**config.mk**
```make
export PLATFORM = sky130hd
export DESIGN_NAME = sync_ptr_gray
export DESIGN_NICKNAME = d
export VERILOG_FILES = /design/src/rtl/fifo_pkg.sv /design/src/rtl/sync_chain.sv /design/src/rtl/sync_ptr_gray.sv
export SDC_FILE = /design/constraint.sdc
export NUM_CORES = 1
export LEC_CHECK = 0
export ABC_AREA = 1
export CORE_MARGIN = 1
export CORE_UTILIZATION = 50
export DETAILED_ROUTE_END_ITERATION = 6
export DONT_BUFFER_PORTS = 1
export PLACE_DENSITY = 0.61
export SYNTH_ARGS = -nofsm -noshare
export SYNTH_HDL_FRONTEND = slang
export SYNTH_HIERARCHICAL = 1
export SYNTH_SLANG_ARGS = --single-unit
```
**constraint.sdc**
```tcl
create_clock -name wclk -period 2.2 [get_ports wclk]
set_input_delay 0.11 -clock wclk [delete_from_list [all_inputs] [get_ports wclk]]
set_output_delay 0.11 -clock wclk [all_outputs]
set_load 0.01 [all_outputs]
```
**src/rtl/fifo_pkg.sv**
```systemverilog
// ---------------------------------------------------------------------------
// fifo_pkg
//
// Shared definitions for the asynchronous FIFO and its pointer
// synchronisers.
//
// Contents:
//   MIN_SYNC_STAGES / MAX_SYNC_STAGES : legal depth of a synchroniser chain
//   MIN_PTR_W / MAX_PTR_W             : legal pointer width
//   ptr_t                             : pointer container of maximum width
//   gray2bin()                        : Gray to binary conversion
//   bin2gray()                        : binary to Gray conversion
//   gray_hamming()                    : number of bits differing between two
//                                       Gray values
//
// The conversion helpers work on a MAX_PTR_W-bit container. A narrower
// pointer is zero-extended on the way in and truncated on the way out. This
// gives the correct narrow result, because the zero bits above the real MSB
// contribute nothing to the XOR prefix of gray2bin or to the shift of
// bin2gray.
// ---------------------------------------------------------------------------
package fifo_pkg;

    localparam int MIN_SYNC_STAGES = 2;
    localparam int MAX_SYNC_STAGES = 4;
    localparam int MIN_PTR_W       = 2;
    localparam int MAX_PTR_W       = 16;

    typedef logic [MAX_PTR_W-1:0] ptr_t;

    // Each binary bit is the XOR of all Gray bits at or above its position.
    function automatic ptr_t gray2bin(input ptr_t g);
        ptr_t b;
        b[MAX_PTR_W-1] = g[MAX_PTR_W-1];
        for (int i = MAX_PTR_W - 2; i >= 0; i--) begin
            b[i] = b[i+1] ^ g[i];
        end
        return b;
    endfunction

    function automatic ptr_t bin2gray(input ptr_t b);
        return b ^ (b >> 1);
    endfunction

    // A legal Gray step changes exactly one bit. A larger count means the
    // source skipped values or a multi-bit pointer was sampled mid-change.
    function automatic logic [4:0] gray_hamming(input ptr_t a, input ptr_t b);
        ptr_t       x;
        logic [4:0] cnt;
        x   = a ^ b;
        cnt = 5'd0;
        for (int i = 0; i < MAX_PTR_W; i++) begin
            cnt = cnt + {4'd0, x[i]};
        end
        return cnt;
    endfunction

endpackage

```
**src/rtl/sync_chain.sv**
```systemverilog
// ---------------------------------------------------------------------------
// sync_chain
//
// Generic N-stage, W-bit flop chain with asynchronous active-low reset.
// Used for clock-domain crossing of Gray pointers and as a reset
// synchroniser. Every stage carries ASYNC_REG, so implementation keeps the
// flops adjacent and does not retime them.
//
// Parameters:
//   W : data width in bits
//   N : number of flops in the chain (>= 1)
//
// Ports:
//   clk_i  : destination clock, rising edge
//   rst_ni : asynchronous active-low reset; clears every stage to 0
//   d_i    : data from the foreign domain (asynchronous to clk_i)
//   q_o    : output of the last stage, N edges after d_i settles
// ---------------------------------------------------------------------------
module sync_chain
    import fifo_pkg::*;
#(
    parameter int W = 1,
    parameter int N = 2
) (
    input  logic         clk_i,
    input  logic         rst_ni,
    input  logic [W-1:0] d_i,
    output logic [W-1:0] q_o
);

    if (N < 1) begin : g_bad_depth
        $error("sync_chain: N=%0d must be at least 1", N);
    end

    (* ASYNC_REG = "TRUE" *) logic [W-1:0] stage_q [N];

    always_ff @(posedge clk_i or negedge rst_ni) begin
        if (!rst_ni) begin
            for (int i = 0; i < N; i++) begin
                stage_q[i] <= '0;
            end
        end else begin
            stage_q[0] <= d_i;
            for (int i = 1; i < N; i++) begin
                stage_q[i] <= stage_q[i-1];
            end
        end
    end

    assign q_o = stage_q[N-1];

endmodule

```
**src/rtl/sync_ptr_gray.sv**
```systemverilog
// ---------------------------------------------------------------------------
// sync_ptr_gray
//
// Resynchronises a Gray-coded pointer from a foreign clock domain into wclk.
// It also provides a binary copy, an update pulse, the modular advance since
// the previous value, and a sticky flag for non-Gray movement. It is
// instantiated on both the read-to-write and the write-to-read paths of the
// async FIFO.
//
// Parameters:
//   PTR_W       : pointer width including the wrap bit (2..16)
//   SYNC_STAGES : synchroniser depth (2..4)
//   BIN_OUT_REG : 1 = binary/update/delta registered (one extra cycle)
//                 0 = binary/update/delta combinational, aligned with
//                     wq_rptr_gray
//
// Ports:
//   wclk          : destination clock, rising edge
//   wrst_n        : asynchronous active-low reset; clears all state
//   rptr_gray     : Gray pointer from the source domain
//   err_clr       : synchronous clear of gray_err
//   wq_rptr_gray  : synchronised Gray pointer (last chain stage)
//   wq_rptr_bin   : binary equivalent of the synchronised pointer
//   wq_rptr_upd   : one-cycle pulse on each change of the synchronised value
//   wq_rptr_delta : (new_bin - old_bin) mod 2^PTR_W; 0 when there is no
//                   change
//   gray_err      : sticky; set when the synchronised value moved by more
//                   than one Gray bit in one cycle
// ---------------------------------------------------------------------------
module sync_ptr_gray
    import fifo_pkg::*;
#(
    parameter int PTR_W       = 4,
    parameter int SYNC_STAGES = 2,
    parameter int BIN_OUT_REG = 1
) (
    input  logic             wclk,
    input  logic             wrst_n,
    input  logic [PTR_W-1:0] rptr_gray,
    input  logic             err_clr,
    output logic [PTR_W-1:0] wq_rptr_gray,
    output logic [PTR_W-1:0] wq_rptr_bin,
    output logic             wq_rptr_upd,
    output logic [PTR_W-1:0] wq_rptr_delta,
    output logic             gray_err
);

    if (SYNC_STAGES < MIN_SYNC_STAGES || SYNC_STAGES > MAX_SYNC_STAGES) begin : g_bad_stages
        $error("sync_ptr_gray: SYNC_STAGES=%0d outside %0d..%0d",
               SYNC_STAGES, MIN_SYNC_STAGES, MAX_SYNC_STAGES);
    end

    if (PTR_W < MIN_PTR_W || PTR_W > MAX_PTR_W) begin : g_bad_width
        $error("sync_ptr_gray: PTR_W=%0d outside %0d..%0d",
               PTR_W, MIN_PTR_W, MAX_PTR_W);
    end

    // -----------------------------------------------------------------------
    // Synchroniser chain
    // -----------------------------------------------------------------------
    logic [PTR_W-1:0] sync_gray;

    sync_chain #(
        .W (PTR_W),
        .N (SYNC_STAGES)
    ) u_sync_chain (
        .clk_i  (wclk),
        .rst_ni (wrst_n),
        .d_i    (rptr_gray),
        .q_o    (sync_gray)
    );

    assign wq_rptr_gray = sync_gray;

    // -----------------------------------------------------------------------
    // History. Reset loads 0, so the first compare after release is made
    // against the reset value.
    // -----------------------------------------------------------------------
    logic [PTR_W-1:0] prev_gray_q;

    always_ff @(posedge wclk or negedge wrst_n) begin
        if (!wrst_n) begin
            prev_gray_q <= '0;
        end else begin
            prev_gray_q <= sync_gray;
        end
    end

    // -----------------------------------------------------------------------
    // Conversion, change detection and modular delta. The subtraction is
    // unsigned and PTR_W bits wide, so a wrap such as 1111 -> 0000 reports 1.
    // A non-Gray jump still reports its true modular distance.
    // -----------------------------------------------------------------------
    logic [PTR_W-1:0] cur_bin;
    logic [PTR_W-1:0] prev_bin;
    logic [PTR_W-1:0] delta_d;
    logic             chg;
    logic             viol;
    logic [4:0]       hd;

    always_comb begin
        cur_bin  = PTR_W'(gray2bin(ptr_t'(sync_gray)));
        prev_bin = PTR_W'(gray2bin(ptr_t'(prev_gray_q)));
        chg      = (sync_gray != prev_gray_q);
        hd       = gray_hamming(ptr_t'(sync_gray), ptr_t'(prev_gray_q));
        viol     = (hd > 5'd1);
        delta_d  = chg ? (cur_bin - prev_bin) : '0;
    end

    // -----------------------------------------------------------------------
    // Sticky violation flag. A new violation takes priority over a clear in
    // the same cycle, so an error is never lost. The flag is always
    // registered, whatever BIN_OUT_REG is.
    // -----------------------------------------------------------------------
    logic err_q;
    logic err_d;

    always_comb begin
        err_d = err_q;
        if (viol) begin
            err_d = 1'b1;
        end else if (err_clr) begin
            err_d = 1'b0;
        end
    end

    always_ff @(posedge wclk or negedge wrst_n) begin
        if (!wrst_n) begin
            err_q <= 1'b0;
        end else begin
            err_q <= err_d;
        end
    end

    assign gray_err = err_q;

    // -----------------------------------------------------------------------
    // Output stage: registered (one extra cycle) or taken directly from the
    // last sync stage.
    // -----------------------------------------------------------------------
    if (BIN_OUT_REG != 0) begin : g_out_reg
        logic [PTR_W-1:0] bin_q;
        logic [PTR_W-1:0] delta_q;
        logic             upd_q;

        always_ff @(posedge wclk or negedge wrst_n) begin
            if (!wrst_n) begin
                bin_q   <= '0;
                upd_q   <= 1'b0;
                delta_q <= '0;
            end else begin
                bin_q   <= cur_bin;
                upd_q   <= chg;
                delta_q <= delta_d;
            end
        end

        assign wq_rptr_bin   = bin_q;
        assign wq_rptr_upd   = upd_q;
        assign wq_rptr_delta = delta_q;
    end else begin : g_out_comb
        assign wq_rptr_bin   = cur_bin;
        assign wq_rptr_upd   = chg;
        assign wq_rptr_delta = delta_d;
    end

endmodule

```
==> run summary <==
Syn_nets - 110
Cell area after synthesis - 955.9 um^2
Slowest-stage cell, CP - dfrtp_1
Synth-to-Final Area Change - 8.377%
DR DRC count - 0
WP data required - 2.42 ns
Die Ht - 45.73 um
DR vias/cell - 4.583
Starting DRT DRC Count - 6
Worst slew pin tran - 0.8977 ns
YS warnings - 6
Routability cong. - 0.7660
Initial antenna violation count - 0
Leakage power figure - 0.5378 nW
Sequential share of the synthesized area - 54.97%
Syn Inst Count - 97
Non-Filler Instances - 127
Post-CTS Setup Repair Bufs - 0
Root cell of the clock tree - clkbuf_4
Design Power - 0.7580 mW
CP max stage delay - 0.47 ns
CP Buf/Inv Count - 2
Effective utilization at floorplan - 54.18%
Final WL - 1.260 mm
WL/cell - 9.921 um
Clock sinks - 21
Synthesis-stage register bit count - 21
CTS H-tree lvls - 1
DP Area - 949.7 um^2
Die area - 2091 um^2
Unrepaired setup endpoints after global routing - false
Skew-Pair Late Insertion Delay - 0.29 ns
IO Count - 21
Max_cap viols - 0
Worst Path Max Fanout - 5
Tmin final - 1.963 ns
Critical Path Most Common Cell - nand2_1
Crit share post-route - 89.25%
Critical path type - reg2reg
Crit end category - register
Vias in the first global route - 515
Final slew viol count - 0
GRT Total Usage - 14.59%
Max Fclk - 509.3 MHz
Vias - 582
Overflow after GRT - 0
Pwr per Cell Area - 731.7 nW/um^2
Cells along the critical path - inv_1 > nand2_1 > nand2_2 > inv_1 > nand2_1 > nand3_1 > nand2_1 > ha_1 > fa_1 > xor2_1 > nor2_1
Cts bufs inserted - 3
Worst setup SP type - register
DRT antenna net count - 0
Core area - 1764 um^2
Leading area contributor after synthesis - dfrtp_1
Clk pin slew, worst setup/hold paths - 0.11 ns
Placed Instances - 117
Arrival @ worst endpoint - 2.19 ns
Design area - 1036 um^2
First-pass DRT Iterations - 4
Die W - 45.73 um
Largest net degree at the start of global routing - 22
Relative slew slack - 39.96%
Final nets - 116
Final Setup Violations - 0
Clk buf depth - 2
Final TNS setup - 0 ns
Post-synthesis cell type count - 16
Std-Cell Rows - 15
Worst hold path type - reg2reg
Largest cells by area after synthesis - dfrtp_1, nand2_1, inv_1
Share of the synthesized area in the top cell type - 54.97%
Top delay family on crit path - adder cells
Outcome - complete, no violations
# port buffers - 0
Endpoints failing hold - 0
Final HPWL DP - 952.3 um
Layout cells sized above 1 - 10.78%
First-pass GRT wire length - 2.145 mm
# diodes - 0
Mapped Avg Cell Area - 9.855 um^2
Worst hold slack - 0.3612 ns
CTS tree - done
Worst vdd ir - 312.9 uV
Clk_skew - 0.006712 ns
==> what timing repair did <==
action | CTS | global route
hold buffers | 6 | 0
endpoints found under the hold margin | 26 | 0
gates resized for setup | 0 | 0
==> kinds of logic (layout without fill, tap and decap cells) <==
kind of cell	Yosys count	count (layout)	synth area share (%)
compound gates	2	2	1.046
xor+xnor	4	4	3.666
fa+ha+maj	6	6	9.424
buf+inv	23	28	11.00
flops	21	21	54.97
simple gates	41	41	19.90
==> worst paths after layout <==
| check | depth (start not counted) | to | start | slack, ns |
|---|---|---|---|---|
| max | 11 | wq_rptr_delta[2] | u_sync_chain/q_o[2] | 0.24 |
| min | 0 | u_sync_chain/q_o[0] | u_sync_chain/stage_q[4] | 0.36 |
| max in group asynchronous | 1 | u_sync_chain/q_o[1] | wrst_n | 1.27 |
| max reg2reg | 11 | wq_rptr_delta[2] | u_sync_chain/q_o[2] | 0.24 |
| min in group asynchronous | 1 | gray_err | wrst_n | 0.38 |
| min reg2reg | 0 | u_sync_chain/q_o[0] | u_sync_chain/stage_q[4] | 0.36 |
==> where the power goes <==
part	switching, mW	total (mW)	internal [mW]
logic	0.0688	0.118	0.0490
clock network	0.104	0.174	0.0703
registers	0.0395	0.466	0.426
==> state kept, by name, indices dropped and copies added (netlist names) <==
name                  cells
gray_err                  1
prev_gray_q               3
u_sync_chain/q_o          4
u_sync_chain/stage_q      4
wq_rptr_bin               4
wq_rptr_delta             4
wq_rptr_upd               1
==> layer usage <==
layer  part of all wire (%)  global-route usage (%)
met2                     47                   22.57
met5                      0                       0
met1                     46                   19.95
met4                   0.79                   3.529
met3                    5.6                   4.762
==> through the flow <==
step	util (%)	setup WS, ns
global route	58.72	0.04598
global placement	53.83	0.3257
floorplan	-	0.4082
finish	58.72	0.2366
CTS	58.72	0.2385
detailed placement	53.83	0.2856
==> cell type report <==
class | count | area [um^2]
Sequential cell | 21 | 525.5
Fill cell | 153 | 728.2
Tap cell | 25 | 31.28
Clock buffer | 4 | 26.28
Timing Repair Buffer | 6 | 60.06
Inverter | 18 | 67.56
Multi-Input combinational cell | 53 | 325.3
==> cell usage after synthesis <==
| library cell | n |
|---|---|
| nor2_1 | 5 |
| buf_4 | 5 |
| nand2_2 | 3 |
| nand2_1 | 23 |
| inv_1 | 16 |
| nand3_2 | 2 |
| xor2_1 | 2 |
| xnor2_1 | 2 |
| inv_2 | 2 |
| o21ai_0 | 1 |
| dfrtp_1 | 21 |
| nand3_1 | 7 |
| fa_1 | 2 |
| ha_1 | 4 |
| a21oi_1 | 1 |
| nor2_4 | 1 |
==> worst reg2reg max path, cell delays in order, from the launching register on <==
cell and delay (ns):
dfrtp_1 0.47, inv_1 0.08, nand2_1 0.08, nand2_2 0.10, inv_1 0.09, nand2_1 0.08
nand3_1 0.07, nand2_1 0.07, ha_1 0.23, fa_1 0.38, xor2_1 0.17, nor2_1 0.10
==> layout by cell type (no fill, tap or decap) <==
| master | count |
|---|---|
| nand2_1 | 23 |
| clkbuf_1 | 1 |
| fa_1 | 2 |
| inv_1 | 16 |
| xnor2_1 | 2 |
| dlygate4sd3_1 | 6 |
| inv_2 | 2 |
| nand3_1 | 7 |
| o21ai_0 | 1 |
| nor2_4 | 1 |
| a21oi_1 | 1 |
| xor2_1 | 2 |
| ha_1 | 4 |
| nand3_2 | 2 |
| nor2_1 | 5 |
| nand2_2 | 3 |
| clkbuf_4 | 3 |
| dfrtp_1 | 21 |
Power figures use the tool's default switching activity.
